$ cat config.mk
export PLATFORM = sky130hd
export DESIGN_NAME = sync_fifo_ctrl
export DESIGN_NICKNAME = d
export VERILOG_FILES = /design/src/rtl/sync_fifo_ctrl.sv
export SDC_FILE = /design/constraint.sdc
export NUM_CORES = 1
export LEC_CHECK = 0
export ABC_AREA = 1
export BUFFER_PORTS_ARGS = -buffer_cell sky130_fd_sc_hd__buf_4
export CAP_MARGIN = 20
export CORE_ASPECT_RATIO = 1.2
export CORE_MARGIN = 5
export CORE_UTILIZATION = 60
export CTS_CLUSTER_SIZE = 24
export DETAILED_ROUTE_END_ITERATION = 10
export GPL_TIMING_DRIVEN = 1
export MAX_ROUTING_LAYER = met4
export PLACE_DENSITY = 0.78
export SYNTH_ARGS = -nofsm -noshare
export SYNTH_HDL_FRONTEND = slang
export SYNTH_SLANG_ARGS = --single-unit
export TNS_END_PERCENT = 20
$ cat constraint.sdc
create_clock -name clk -period 2.6 [get_ports clk]
set_clock_uncertainty 0.1 [all_clocks]
set_input_delay 0.39 -clock clk [delete_from_list [all_inputs] [get_ports clk]]
set_output_delay 0.39 -clock clk [all_outputs]
set_load 0.02 [all_outputs]
$ cat src/rtl/sync_fifo_ctrl.sv
// Single-clock FIFO controller with occupancy count, almost-full/almost-empty thresholds,
// registered or first-word-fall-through read data, synchronous flush and sticky error flags.
module sync_fifo_ctrl #(
    parameter int WIDTH    = 8,
    parameter int DEPTH    = 16,
    parameter int FWFT     = 0,
    parameter int AF_LEVEL = DEPTH - 2,
    parameter int AE_LEVEL = 2,
    localparam int CW      = $clog2(DEPTH + 1)
) (
    input  logic             clk,
    input  logic             rst_n,
    input  logic [WIDTH-1:0] wdata,
    input  logic             wr_en,
    output logic             full,
    output logic             almost_full,
    output logic [WIDTH-1:0] rdata,
    input  logic             rd_en,
    output logic             empty,
    output logic             almost_empty,
    output logic [CW-1:0]    count,
    input  logic             flush,
    output logic             overflow,
    output logic             underflow,
    input  logic             clr_err
);

    localparam int PW = $clog2(DEPTH);
    localparam logic [PW-1:0] PTR_LAST = PW'(DEPTH - 1);
    localparam logic [CW-1:0] CNT_MAX  = CW'(DEPTH);
    localparam logic [CW-1:0] AF_CNT   = CW'(AF_LEVEL);
    localparam logic [CW-1:0] AE_CNT   = CW'(AE_LEVEL);

    logic [WIDTH-1:0] r_mem [DEPTH];
    logic [PW-1:0]    r_wptr;
    logic [PW-1:0]    r_rptr;
    logic [CW-1:0]    r_count;
    logic             r_full;
    logic             r_empty;
    logic             r_afull;
    logic             r_aempty;
    logic             r_ovf;
    logic             r_udf;

    logic             w_wr_acc;
    logic             w_rd_acc;
    logic             w_ovf_set;
    logic             w_udf_set;
    logic [CW-1:0]    w_count_nxt;
    logic [PW-1:0]    w_wptr_nxt;
    logic [PW-1:0]    w_rptr_nxt;

    // Explicit wrap so non-power-of-two depths never touch unused entries.
    function automatic logic [PW-1:0] ptr_inc(input logic [PW-1:0] ptr);
        if (ptr == PTR_LAST) begin
            return {PW{1'b0}};
        end else begin
            return ptr + PW'(1'b1);
        end
    endfunction

    // Request qualification and next-state for pointers and occupancy.
    always_comb begin
        w_wr_acc    = wr_en && !r_full  && !flush;
        w_rd_acc    = rd_en && !r_empty && !flush;
        w_ovf_set   = wr_en && r_full   && !flush;
        w_udf_set   = rd_en && r_empty  && !flush;
        w_count_nxt = r_count;
        w_wptr_nxt  = r_wptr;
        w_rptr_nxt  = r_rptr;
        if (flush) begin
            w_count_nxt = {CW{1'b0}};
            w_wptr_nxt  = {PW{1'b0}};
            w_rptr_nxt  = {PW{1'b0}};
        end else begin
            case ({w_wr_acc, w_rd_acc})
                2'b10:   w_count_nxt = r_count + CW'(1'b1);
                2'b01:   w_count_nxt = r_count - CW'(1'b1);
                default: w_count_nxt = r_count;
            endcase
            if (w_wr_acc) begin
                w_wptr_nxt = ptr_inc(r_wptr);
            end else begin
                w_wptr_nxt = r_wptr;
            end
            if (w_rd_acc) begin
                w_rptr_nxt = ptr_inc(r_rptr);
            end else begin
                w_rptr_nxt = r_rptr;
            end
        end
    end

    // Pointers, occupancy and status flags; flags are decoded from the next count so they
    // change only on clock edges and track the registered count exactly.
    always_ff @(posedge clk or negedge rst_n) begin
        if (!rst_n) begin
            r_wptr   <= {PW{1'b0}};
            r_rptr   <= {PW{1'b0}};
            r_count  <= {CW{1'b0}};
            r_full   <= 1'b0;
            r_empty  <= 1'b1;
            r_afull  <= 1'b0;
            r_aempty <= 1'b1;
        end else begin
            r_wptr   <= w_wptr_nxt;
            r_rptr   <= w_rptr_nxt;
            r_count  <= w_count_nxt;
            r_full   <= (w_count_nxt == CNT_MAX);
            r_empty  <= (w_count_nxt == {CW{1'b0}});
            r_afull  <= (w_count_nxt >= AF_CNT);
            r_aempty <= (w_count_nxt <= AE_CNT);
        end
    end

    // Sticky error flags; a new error in the same cycle as clr_err keeps the flag set.
    always_ff @(posedge clk or negedge rst_n) begin
        if (!rst_n) begin
            r_ovf <= 1'b0;
            r_udf <= 1'b0;
        end else begin
            if (w_ovf_set) begin
                r_ovf <= 1'b1;
            end else if (clr_err) begin
                r_ovf <= 1'b0;
            end
            if (w_udf_set) begin
                r_udf <= 1'b1;
            end else if (clr_err) begin
                r_udf <= 1'b0;
            end
        end
    end

    // Storage array; deliberately not reset.
    always_ff @(posedge clk) begin
        if (w_wr_acc) begin
            r_mem[r_wptr] <= wdata;
        end
    end

    generate
        if (FWFT != 0) begin : g_fwft
            // Head word is presented directly; forced to zero while nothing is stored.
            always_comb begin
                if (r_empty) begin
                    rdata = {WIDTH{1'b0}};
                end else begin
                    rdata = r_mem[r_rptr];
                end
            end
        end else begin : g_reg_read
            logic [WIDTH-1:0] r_rdata;

            // Output register loads the head word only on an accepted read.
            always_ff @(posedge clk or negedge rst_n) begin
                if (!rst_n) begin
                    r_rdata <= {WIDTH{1'b0}};
                end else if (w_rd_acc) begin
                    r_rdata <= r_mem[r_rptr];
                end
            end

            assign rdata = r_rdata;
        end
    endgenerate

    assign count        = r_count;
    assign full         = r_full;
    assign empty        = r_empty;
    assign almost_full  = r_afull;
    assign almost_empty = r_aempty;
    assign overflow     = r_ovf;
    assign underflow    = r_udf;

endmodule

==> metrics.md <==
| Metric | Value |
|---|---|
| Global placement routability congestion | `0.948` |
| Antenna violations before repair | `0` |
| Fin worst setup slack | `0.277 ns` |
| Synth Net Count | `562` |
| Site Rows | `41` |
| Residual DRC | `0` |
| Final hold violations | `0` |
| Ys Warns | `0` |
| WL per Instance | `20.4 um` |
| Most common cell after layout, fill and taps aside | `edfxtp_1` |
| IO Port Bufs | `32` |
| Post-layout nets | `616` |
| Commonest non-fill, non-tap cells in the layout | `128 x edfxtp_1, 96 x nand2_1, 55 x buf_4` |
| Total grt overflow | `0` |
| Slowest CP cell | `dfstp_2` |
| Final Max Tran Viols | `0` |
| Register area share after synthesis | `0.692` |
| Setup_tns | `0 ns` |
| Worst EP required | `2.85 ns` |
| Hold/Removal Path Class | `in2reg` |
| Global Route Usage Sum | `0.245` |
| Top area cells in the synthesized netlist | `edfxtp_1 59%, dfrtp_1 9.6%, nand2_1 5.5%` |
| CP Launch Type | `register` |
| N_diodes | `0` |
| Worst slack, placed | `0.293 ns` |
| CP max FO | `12` |
| Core Area | `0.0106 sq mm` |
| Die Height | `124 um` |
| First-pass GRT wire length | `23.7 mm` |
| Post-synth cell types | `36` |
| Setup Buffers After CTS | `0` |
| Critical path buffers and inverters | `2` |
| Drt first pass iters | `7` |
| Setup violations, final | `0` |
| Status | `finished, final reports clean` |
| DR vias | `4406` |
| TritonCTS Buffers | `17` |
| Fin area | `0.00757 sq mm` |
| Number of global-route vias before repair | `4310` |
| Flops & latches, synth | `155` |
| Critical path type | `reg2reg` |
| RSZ-0062 raised after global routing | `false` |
| Cts repair resizes | `0` |
| Total of max-cap violations | `0` |
| Final WL | `15.1 mm` |
| Share of layout cells above drive strength 1 | `0.196` |
| Yosys top cell by area | `edfxtp_1` |
| DRT iter0 DRCs | `393` |
| Worst Tran Pin Value | `0.633 ns` |
| CP peak stage delay | `0.60 ns` |
| Placed Cells incl. Taps | `704` |
| Critical path arrival | `2.57 ns` |
| Syn Area/Cell | `12.1 sq um` |
| Fillers | `718` |
| Hold-fix buffers, CTS | `1` |
| Normalized max-slew margin | `0.575` |
| Placed cell areas | `0.00701 sq mm` |
| Root Buffer | `clkbuf_16` |
| Area delta synth->final | `15.9%` |
| VDD IR max | `0.488 mV` |
| Pwr dens | `867 mW/mm^2` |
| CTS Buffer Depth | `2` |
| Post-synth top area share | `0.588` |
| Clock slew at reported path FFs | `0.06 ns` |
| Crit path max-delay family | `simple AND/OR/NAND/NOR gates` |
| Design Power | `6560 uW` |
| Clk Latency, worst-skew pair | `0.41 ns` |
| Leakage dissipation | `0.00286 uW` |
| Period minus WS final | `2.32 ns` |
| Largest net degree at the start of global routing | `52` |
| Syn Inst Count | `541` |
| Critical path cell sequence | `nor2_8 > nand2_2 > inv_2 > ha_1 > inv_2 > or2_0 > nand3_1 > nand2_1 > nor2_2 > nand2_2 > nor2_2` |
| Clock net sink count | `155` |
| Post-route insts no fill | `737` |
| Max Freq | `0.430 GHz` |
| DR vias/cell | `5.98` |
| Initial core utilization | `0.618` |
| Post-route ant nets | `0` |
| Worst setup EP type | `register` |
| DIE WIDTH | `105 um` |
| Final Cycle Share | `0.893` |
| Die ar. | `0.0131 sq mm` |
| TritonCTS clock tree | `yes` |
| Io pins | `33` |
| Mapped Area | `0.00653 sq mm` |
| # H-tree levels | `4` |
| DP Wirelength | `9.72 mm` |
registers in the layout (all words and copies together) (netlist names):
| signal | cells |
|---|---|
| r_mem | 128 |
| almost_empty | 1 |
| overflow | 1 |
| count | 5 |
| almost_full | 1 |
| empty | 1 |
| full | 1 |
| underflow | 1 |
| r_rptr | 4 |
| rdata | 8 |
| r_wptr | 4 |
synth_stat cells, drive strengths merged:
master / n
xnor2: 1
ha: 7
nor2: 51
a21oi: 29
xor2: 2
edfxtp: 128
dfrtp: 25
o211ai: 8
inv: 30
o21ai: 60
clkinv: 1
or2: 1
nand4: 3
clkbuf: 4
o22ai: 18
buf: 18
o2111ai: 1
dfstp: 2
nor3: 12
nand2: 107
mux2i: 16
nand3: 17
routing by layer:
metal / vias to the layer above / global-route usage / share of wire
met5: - / - / 0
met4: 0 / 0.0858 / 0.030
met3: 43 / 0.0524 / 0.069
met2: 214 / 0.404 / 0.53
met1: 2117 / 0.299 / 0.37
li1: 2032 / - / -
metrics by stage:
stage                      util  hold WS (ns)
final                     0.717        0.0774
after global routing      0.717        0.0728
after CTS                 0.717        0.0674
after detailed placement  0.663         0.224
after global placement    0.663         0.220
after floorplan               -      -0.00559
path summary, 6_finish.rpt:
path                          start       end  slack (ns)  cells past startpoint
setup / recovery              empty      full        0.28                     11
hold / removal              clr_err  overflow        0.08                      2
setup reg to reg              empty      full        0.28                     11
hold reg to reg            rdata[2]  rdata[2]        0.42                      2
max in group asynchronous     rst_n     empty        1.76                      2
min in group asynchronous     rst_n  count[3]        0.33                      2
cells by family (layout without fill, tap and decap cells):
logic type | after synthesis | count (layout) | share of synthesized area
simple gates | 191 | 191 | 0.133
compound gates | 116 | 116 | 0.0959
fa+ha+maj | 7 | 7 | 0.0134
xor+xnor | 3 | 3 | 0.00402
mux | 16 | 16 | 0.0245
buf+inv | 53 | 120 | 0.0373
flops | 155 | 155 | 0.692
final cells by class:
| type | instances | area, sq um | area share |
|---|---|---|---|
| tap | 129 | 161 | 0.0213 |
| multi-input combinational | 333 | 1770 | 0.233 |
| inverter | 31 | 121 | 0.0160 |
| clock buffer | 22 | 464 | 0.0613 |
| clock inverter | 10 | 92.6 | 0.0122 |
| timing repair buffer | 57 | 443 | 0.0585 |
| sequential | 155 | 4520 | 0.597 |
report_power, final:
part	total (uW)	switching [uW]	internal, uW
Combinational	1300	841	461
Sequential	2980	141	2840
Clock	2280	917	1370
Total	6560	1900	4660
worst register-to-register path, stage by stage (launching register included):
cell	delay (ns)
dfstp_2	0.60
nor2_8	0.07
nand2_2	0.18
inv_2	0.15
ha_1	0.39
inv_2	0.09
or2_0	0.21
nand3_1	0.12
nand2_1	0.08
nor2_2	0.12
nand2_2	0.07
nor2_2	0.07
(Power assumes the default switching activity.)
